[src/rtl/apb_pkg.sv]
// Shared APB definitions: FSM state encoding, default widths and the timeout counter sizing helper.
package apb_pkg;

   localparam int APB_ADDR_WIDTH     = 32;
   localparam int APB_DATA_WIDTH     = 32;
   localparam int APB_STB_WIDTH      = 4;
   localparam int APB_TIMEOUT_CYCLES = 255;
   localparam logic [31:0] APB_UART_ADDR = 32'h0100_0000;

   typedef enum logic [1:0] {
      APB_IDLE   = 2'd0,
      APB_SETUP  = 2'd1,
      APB_ACCESS = 2'd2
   } apb_state_e;

   // Counter width able to hold the timeout value; at least one bit so 0 and 1 still build.
   function automatic int apb_cnt_width(input int cycles);
      if (cycles > 1) begin
         return $clog2(cycles + 1);
      end else begin
         return 1;
      end
   endfunction

endpackage

[src/rtl/apb_initiator_if.sv]
// CPU request/response port plus APB bus signals of the initiator, with initiator and target views.
interface apb_initiator_if
   import apb_pkg::*;
#(
   parameter int ADDR_WIDTH = APB_ADDR_WIDTH,
   parameter int DATA_WIDTH = APB_DATA_WIDTH
);
   logic                     req_valid;
   logic                     req_ready;
   logic [ADDR_WIDTH-1:0]    req_addr;
   logic [DATA_WIDTH-1:0]    req_wdata;
   logic [APB_STB_WIDTH-1:0] req_wstb;
   logic                     req_write;
   logic                     rsp_valid;
   logic [DATA_WIDTH-1:0]    rsp_rdata;
   logic                     rsp_err;
   logic [ADDR_WIDTH-1:0]    paddr;
   logic [DATA_WIDTH-1:0]    pdata;
   logic                     pwrite;
   logic [APB_STB_WIDTH-1:0] pstb;
   logic                     psel;
   logic                     penable;
   logic [DATA_WIDTH-1:0]    prdata;
   logic                     pready;
   logic                     perr;

   modport master (
      input  req_valid, req_addr, req_wdata, req_wstb, req_write, prdata, pready, perr,
      output req_ready, rsp_valid, rsp_rdata, rsp_err, paddr, pdata, pwrite, pstb, psel, penable
   );

   modport slave (
      output req_valid, req_addr, req_wdata, req_wstb, req_write, prdata, pready, perr,
      input  req_ready, rsp_valid, rsp_rdata, rsp_err, paddr, pdata, pwrite, pstb, psel, penable
   );

endinterface

[src/rtl/apb_timeout.sv]
// Loadable saturating down-counter; expired pulses on the enabled cycle that takes it from 1 to 0.
module apb_timeout #(
   parameter int WIDTH = 8
) (
   input  logic             clk,
   input  logic             rst_n,
   input  logic             clear,
   input  logic             load,
   input  logic [WIDTH-1:0] load_value,
   input  logic             enable,
   output logic             expired
);

   logic [WIDTH-1:0] count_r;

   // Count register; a load value of 0 never expires because the count saturates at 0.
   always_ff @(posedge clk or negedge rst_n) begin
      if (!rst_n) begin
         count_r <= {WIDTH{1'b0}};
      end else if (clear) begin
         count_r <= {WIDTH{1'b0}};
      end else if (load) begin
         count_r <= load_value;
      end else if (enable && (count_r != {WIDTH{1'b0}})) begin
         count_r <= count_r - WIDTH'(1);
      end
   end

   assign expired = enable && (count_r == WIDTH'(1));

endmodule

[src/rtl/apb_initiator.sv]
// APB requester: turns a single-beat CPU request into SETUP/ACCESS phases and returns a one-cycle response.
module apb_initiator
   import apb_pkg::*;
#(
   parameter int ADDR_WIDTH     = APB_ADDR_WIDTH,
   parameter int DATA_WIDTH     = APB_DATA_WIDTH,
   parameter int TIMEOUT_CYCLES = APB_TIMEOUT_CYCLES
) (
   input  logic          pclk,
   input  logic          presetn,
   apb_initiator_if.master bus
);

   localparam int TO_W = apb_cnt_width(TIMEOUT_CYCLES);

   apb_state_e               state_r, next_state_s;
   logic                     accept_s, done_s, timeout_s, expired_s;
   logic                     to_clear_s, to_load_s, to_enable_s;
   logic                     req_ready_r, psel_r, penable_r, pwrite_r;
   logic                     rsp_valid_r, rsp_err_r;
   logic [DATA_WIDTH-1:0]    rsp_rdata_r, pdata_r;
   logic [ADDR_WIDTH-1:0]    paddr_r;
   logic [APB_STB_WIDTH-1:0] pstb_r;

   // Timer is armed during SETUP so it starts from TIMEOUT_CYCLES on the first ACCESS cycle.
   assign to_clear_s  = (state_r == APB_IDLE);
   assign to_load_s   = (state_r == APB_SETUP);
   assign to_enable_s = (state_r == APB_ACCESS) && !bus.pready;

   apb_timeout #(.WIDTH(TO_W)) u_timeout (
      .clk        (pclk),
      .rst_n      (presetn),
      .clear      (to_clear_s),
      .load       (to_load_s),
      .load_value (TO_W'(TIMEOUT_CYCLES)),
      .enable     (to_enable_s),
      .expired    (expired_s)
   );

   // State register.
   always_ff @(posedge pclk or negedge presetn) begin
      if (!presetn) begin
         state_r <= APB_IDLE;
      end else begin
         state_r <= next_state_s;
      end
   end

   // Next-state decode; pready is checked before expiry so a ready slave wins the tie.
   always_comb begin
      next_state_s = state_r;
      accept_s     = 1'b0;
      done_s       = 1'b0;
      timeout_s    = 1'b0;
      case (state_r)
         APB_IDLE: begin
            if (bus.req_valid) begin
               accept_s     = 1'b1;
               next_state_s = APB_SETUP;
            end else begin
               next_state_s = APB_IDLE;
            end
         end
         APB_SETUP: begin
            next_state_s = APB_ACCESS;
         end
         APB_ACCESS: begin
            if (bus.pready) begin
               done_s       = 1'b1;
               next_state_s = APB_IDLE;
            end else if (expired_s) begin
               timeout_s    = 1'b1;
               next_state_s = APB_IDLE;
            end else begin
               next_state_s = APB_ACCESS;
            end
         end
         default: begin
            next_state_s = APB_IDLE;
         end
      endcase
   end

   // Phase outputs registered from the next state so they line up with state_r.
   always_ff @(posedge pclk or negedge presetn) begin
      if (!presetn) begin
         req_ready_r <= 1'b1;
         psel_r      <= 1'b0;
         penable_r   <= 1'b0;
      end else begin
         req_ready_r <= (next_state_s == APB_IDLE);
         psel_r      <= (next_state_s != APB_IDLE);
         penable_r   <= (next_state_s == APB_ACCESS);
      end
   end

   // Request capture; values hold through the transfer and afterwards until the next accept.
   always_ff @(posedge pclk or negedge presetn) begin
      if (!presetn) begin
         paddr_r  <= {ADDR_WIDTH{1'b0}};
         pdata_r  <= {DATA_WIDTH{1'b0}};
         pwrite_r <= 1'b0;
         pstb_r   <= {APB_STB_WIDTH{1'b0}};
      end else if (accept_s) begin
         paddr_r  <= bus.req_addr;
         pdata_r  <= bus.req_wdata;
         pwrite_r <= bus.req_write;
         pstb_r   <= bus.req_write ? bus.req_wstb : {APB_STB_WIDTH{1'b0}};
      end
   end

   // Response: one-cycle valid pulse, data and error held until the next completion.
   always_ff @(posedge pclk or negedge presetn) begin
      if (!presetn) begin
         rsp_valid_r <= 1'b0;
         rsp_err_r   <= 1'b0;
         rsp_rdata_r <= {DATA_WIDTH{1'b0}};
      end else begin
         rsp_valid_r <= done_s || timeout_s;
         if (done_s) begin
            rsp_err_r   <= bus.perr;
            rsp_rdata_r <= pwrite_r ? {DATA_WIDTH{1'b0}} : bus.prdata;
         end else if (timeout_s) begin
            rsp_err_r   <= 1'b1;
            rsp_rdata_r <= {DATA_WIDTH{1'b0}};
         end
      end
   end

   assign bus.req_ready = req_ready_r;
   assign bus.psel      = psel_r;
   assign bus.penable   = penable_r;
   assign bus.paddr     = paddr_r;
   assign bus.pdata     = pdata_r;
   assign bus.pwrite    = pwrite_r;
   assign bus.pstb      = pstb_r;
   assign bus.rsp_valid = rsp_valid_r;
   assign bus.rsp_err   = rsp_err_r;
   assign bus.rsp_rdata = rsp_rdata_r;

endmodule
[src/flat_wrapper.sv]
// flat-port wrapper written by rule: the top's interface ports become plain ports
module apb_initiator_flat import apb_pkg::*;
#(
   parameter int ADDR_WIDTH     = APB_ADDR_WIDTH,
   parameter int DATA_WIDTH     = APB_DATA_WIDTH,
   parameter int TIMEOUT_CYCLES = APB_TIMEOUT_CYCLES
)
  (pclk, presetn, bus_req_valid, bus_req_addr, bus_req_wdata, bus_req_wstb, bus_req_write, bus_prdata, bus_pready, bus_perr, bus_req_ready, bus_rsp_valid, bus_rsp_rdata, bus_rsp_err, bus_paddr, bus_pdata, bus_pwrite, bus_pstb, bus_psel, bus_penable);
  apb_initiator_if #(.ADDR_WIDTH(ADDR_WIDTH), .DATA_WIDTH(DATA_WIDTH)) bus_i ();
  input  logic pclk;
  input  logic presetn;
  input wire logic [$bits(bus_i.req_valid)-1:0] bus_req_valid;
  input wire logic [$bits(bus_i.req_addr)-1:0] bus_req_addr;
  input wire logic [$bits(bus_i.req_wdata)-1:0] bus_req_wdata;
  input wire logic [$bits(bus_i.req_wstb)-1:0] bus_req_wstb;
  input wire logic [$bits(bus_i.req_write)-1:0] bus_req_write;
  input wire logic [$bits(bus_i.prdata)-1:0] bus_prdata;
  input wire logic [$bits(bus_i.pready)-1:0] bus_pready;
  input wire logic [$bits(bus_i.perr)-1:0] bus_perr;
  output wire logic [$bits(bus_i.req_ready)-1:0] bus_req_ready;
  output wire logic [$bits(bus_i.rsp_valid)-1:0] bus_rsp_valid;
  output wire logic [$bits(bus_i.rsp_rdata)-1:0] bus_rsp_rdata;
  output wire logic [$bits(bus_i.rsp_err)-1:0] bus_rsp_err;
  output wire logic [$bits(bus_i.paddr)-1:0] bus_paddr;
  output wire logic [$bits(bus_i.pdata)-1:0] bus_pdata;
  output wire logic [$bits(bus_i.pwrite)-1:0] bus_pwrite;
  output wire logic [$bits(bus_i.pstb)-1:0] bus_pstb;
  output wire logic [$bits(bus_i.psel)-1:0] bus_psel;
  output wire logic [$bits(bus_i.penable)-1:0] bus_penable;
  assign bus_i.req_valid = bus_req_valid;
  assign bus_i.req_addr = bus_req_addr;
  assign bus_i.req_wdata = bus_req_wdata;
  assign bus_i.req_wstb = bus_req_wstb;
  assign bus_i.req_write = bus_req_write;
  assign bus_i.prdata = bus_prdata;
  assign bus_i.pready = bus_pready;
  assign bus_i.perr = bus_perr;
  assign bus_req_ready = bus_i.req_ready;
  assign bus_rsp_valid = bus_i.rsp_valid;
  assign bus_rsp_rdata = bus_i.rsp_rdata;
  assign bus_rsp_err = bus_i.rsp_err;
  assign bus_paddr = bus_i.paddr;
  assign bus_pdata = bus_i.pdata;
  assign bus_pwrite = bus_i.pwrite;
  assign bus_pstb = bus_i.pstb;
  assign bus_psel = bus_i.psel;
  assign bus_penable = bus_i.penable;
  apb_initiator #(.ADDR_WIDTH(ADDR_WIDTH), .DATA_WIDTH(DATA_WIDTH), .TIMEOUT_CYCLES(TIMEOUT_CYCLES)) u_core (.pclk(pclk), .presetn(presetn), .bus(bus_i));
endmodule
[config.mk]
export PLATFORM = sky130hd
export DESIGN_NAME = apb_initiator_flat
export DESIGN_NICKNAME = d
export VERILOG_FILES = /design/src/rtl/apb_pkg.sv /design/src/rtl/apb_initiator_if.sv /design/src/rtl/apb_timeout.sv /design/src/rtl/apb_initiator.sv /design/src/flat_wrapper.sv
export SDC_FILE = /design/constraint.sdc
export NUM_CORES = 1
export LEC_CHECK = 0
export CORE_AREA = 2 2 105 107
export CTS_CLUSTER_SIZE = 10
export DETAILED_ROUTE_END_ITERATION = 16
export DIE_AREA = 0 0 107 109
export PLACE_DENSITY = 0.84
export SLEW_MARGIN = 10
export SYNTH_ARGS = -nofsm -noshare
export SYNTH_HDL_FRONTEND = slang
export SYNTH_HIERARCHICAL = 1
export SYNTH_SLANG_ARGS = --single-unit
[constraint.sdc]
create_clock -name pclk -period 4.67 [get_ports pclk]
set_input_delay 0.7005 -clock pclk [delete_from_list [all_inputs] [get_ports pclk]]
set_output_delay 0.7005 -clock pclk [all_outputs]
set_load 0.02 [all_outputs]
==> summary.md <==
| Metric | Value |
|---|---|
| Die Area | 11660 um2 |
| Register area share after synthesis | 0.6415 |
| Mapped Area | 4527 um2 |
| CP Launch Type | input port |
| IO buf count | 211 |
| Post-synth EDFFs | 0 |
| Core ar. | between 10000 and 15000 um2 |
| CTS tree | yes |
| Min cycle time layout | 2413 ps |
| Avg Vias per Cell | 4.891 |
| Io pins | 212 |
| Total power | 5.450 mW |
| Max Clock Skew | roughly 8.4 ps |
| Slew Limit Fails | 0 |
| Ant. Diodes | 0 |
| CP Capture Type | flop |
| Routed len/inst | 16.32 um |
| Largest family of logic cells by synthesized area | multiplexers |
| Post-CTS setup buffer count | 0 |
| DRT Pass-1 Iters | 4 |
| Commonest cells post-synth | 115 x dfrtp_1, 36 x mux2_2, 32 x a22o_1 |
| Top achievable clock speed | 414.4 MHz |
| CP Class | input port to flop |
| Synth area leaders | dfrtp_1 64%, mux2_2 9.0%, mux2_1 7.2% |
| Multi-input logic area | roughly 1500 um2 |
| Most frequent cell after synthesis | dfrtp_1 |
| Area leader, netlist | dfrtp_1 |
| Final hold vios | 0 |
| Post-synthesis compound-gate area fraction | 0.09619 |
| Post-synth cell types | 39 |
| Design Area, Final | approximately 7400 um2 |
| # nets final | 646 |
| Number of gates resized after CTS | 0 |
| Mux share of post-synthesis cell area | 0.1661 |
| First-pass GRT wire length | 17910 um |
| Longest Clk Path Bufs | 2 |
| Placed inst area | 6773 um2 |
| Area delta synth->final | 63.13% |
| Final setup vio count | 0 |
| Crit. Startpoint | bus_pready |
| Critical path fanouts, max | 33 |
| CTS Hold Bufs | 0 |
| Arrival time of the worst setup path | 2810 ps |
| GR Overflow Total | 0 |
| Seq. cell area | 2904 um2 |
| Syn Inst Count | 314 |
| Starting Density | 0.4270 |
| H-tree levels | 4 |
| P_leak | between 3 and 4 nW |
| Drc violations | 0 |
| Least-Margin Pin Slew | 994.2 ps |
| Fin Setup TNS | 0 ps |
| CTS sink count | about 120 |
| Critical Path RT | 5070 ps |
| Std-Cell Rows | 38 |
| Clk slew on worst S/H paths | 60 ps |
| Num CTS Buffers | 17 |
| Placed insts | 659 |
| Worst R2R Start | u_core/state_r[0]$_DFF_PN0_ |
| Cell Pwr Density | 738.0 nW/um2 |
| Synth Area in Adders | 0.005528 |
| Die W | 107 um |
| RSZ-0062 raised after global routing | false |
| Xor and xnor fraction of the mapped netlist area | 0.005804 |
| Post-Layout Cell Count | 691 |
| Outcome | finished clean |
| Hold crit path type | input port to asynchronous set/reset pin |
| Initial DRC count | 140 |
| Layout cells sized above 1 | 0.1434 |
| Synth warn | 6 |
| Post-Place Setup Slack | 1877 ps |
| Largest net degree at the start of global routing | 83 |
| Post-synthesis async set-or-reset flop share | 1.000 |
| GPL Wtd Cong | 0.8455 |
| Skew-Pair Late Insertion Delay | around 510 ps |
| Synth top area share | 0.6357 |
| Simple-gate area share of the yosys netlist | 0.05445 |
| Final-layout fill cell count | 733 |
| Fin crit share | 0.5167 |
| Die H | 109 um |
| Max-slew headroom | 0.3372 |
| Avg Inst Size Synth | about 14 um2 |
| Detailed placement HPWL | 8017 um |
| Overall Global Routing Usage | 0.2025 |
| Vias | 3380 |
| Predominant post-synthesis flop cell | dfrtp_1 |
| Worst IR Drop VDD | 0.0003933 V |
| Routed wire length | 11280 um |
| Vias in the first global route | 3572 |
| MaxCap Viol Count | 0 |
| FF+latch count, synth | 116 |
| Initial antenna violation count | 0 |
| Worst Slack Setup Final | 2257 ps |
| Root buffer cell | clkbuf_8 |
| DRT antenna net count | 0 |
worst max-delay path, cell delays in order:
cell	delay [ps]
clkdlybuf4s50_1	480
nor2_1	420
nand2_1	100
nor4_1	450
o21ai_2	120
buf_4	250
a22o_1	270
placed cells by master (no fill, tap or decap), types with 3 or more instances in the layout:
cell type	n
mux2_1	29
nor2_1	12
nand2_1	6
o21ai_0	4
a21oi_1	5
bufinv_16	3
conb_1	8
xnor2_1	3
nand3_1	7
nor3b_1	3
dfrtp_1	115
inv_1	8
clkdlybuf4s50_1	210
buf_4	5
a21o_1	3
inv_6	8
a22o_1	32
clkbuf_16	16
o21ai_1	4
mux2_2	36
cells by family (layout without fill, tap and decap cells):
kind of cell / Yosys count / count (layout)
fa+ha+maj: 2 / 2
buf+inv: 25 / 255
other cells: 1 / 8
mux: 67 / 67
flops: 116 / 116
compound gates: 56 / 56
simple gates: 44 / 44
xor+xnor: 3 / 3
worst paths after layout:
check                      cells after the start  slack, ps                                    to
min in group pclk                              1        480      u_core/bus.paddr[28]$_DFFE_PN0P_
setup reg to reg                               7       2350  u_core/bus.rsp_rdata[11]$_DFFE_PN0P_
hold / removal                                 1        360  u_core/bus.rsp_rdata[20]$_DFFE_PN0P_
hold reg to reg                                1        480      u_core/bus.paddr[28]$_DFFE_PN0P_
setup / recovery                               7       2260  u_core/bus.rsp_rdata[11]$_DFFE_PN0P_
max in group asynchronous                      2       3270      u_core/bus.pdata[15]$_DFFE_PN0P_
metal layers:
layer / share of wire / routed length, um / vias to the layer above / track usage
met3: 0.079 / 887 / 21 / 0.07292
met2: 0.50 / 5691 / 149 / 0.3389
li1: - / - / 1585 / -
met1: 0.39 / 4411 / 1625 / 0.2335
met4: 0.025 / 285 / 0 / 0.09462
met5: 0 / 0 / - / 0
cell type report:
| class | instances | share of cell area |
|---|---|---|
| sequential | 116 | 0.3933 |
| timing repair buffer | 215 | 0.2897 |
| multi-input combinational | 180 | 0.2070 |
| clock buffer | 17 | 0.05608 |
| clock inverter | 15 | 0.02609 |
| tap | 140 | 0.02372 |
| inverter | 8 | 0.004066 |
sequential cells by signal, indices dropped and copies added, names as in the netlist:
| name | flops |
|---|---|
| u_core/bus.paddr | 32 |
| u_core/bus.pdata | 32 |
| u_core/bus.penable | 1 |
| u_core/bus.psel | 1 |
| u_core/bus.pstb | 4 |
| u_core/bus.pwrite | 1 |
| u_core/bus.req_ready | 1 |
| u_core/bus.rsp_err | 1 |
| u_core/bus.rsp_rdata | 32 |
| u_core/bus.rsp_valid | 1 |
| u_core/state_r | 2 |
| u_core/u_timeout/count_r | 8 |
where the power goes:
| part | leakage (nW) | internal [mW] | switching [mW] |
|---|---|---|---|
| Combinational | 1.41 | 1.25 | 1.16 |
| Sequential | 1.42 | 1.46 | 0.264 |
| Clock | 0.292 | 0.827 | 0.491 |
per-stage QoR:
stage | hold WS, ps | utilization
floorplan | 404.9 | -
global placement | 465.8 | 0.6388
detailed placement | 475.6 | 0.6388
CTS | 379.8 | 0.6960
global route | 444.8 | 0.6965
finish | 360.1 | 0.6965
(Power assumes the default switching activity.)
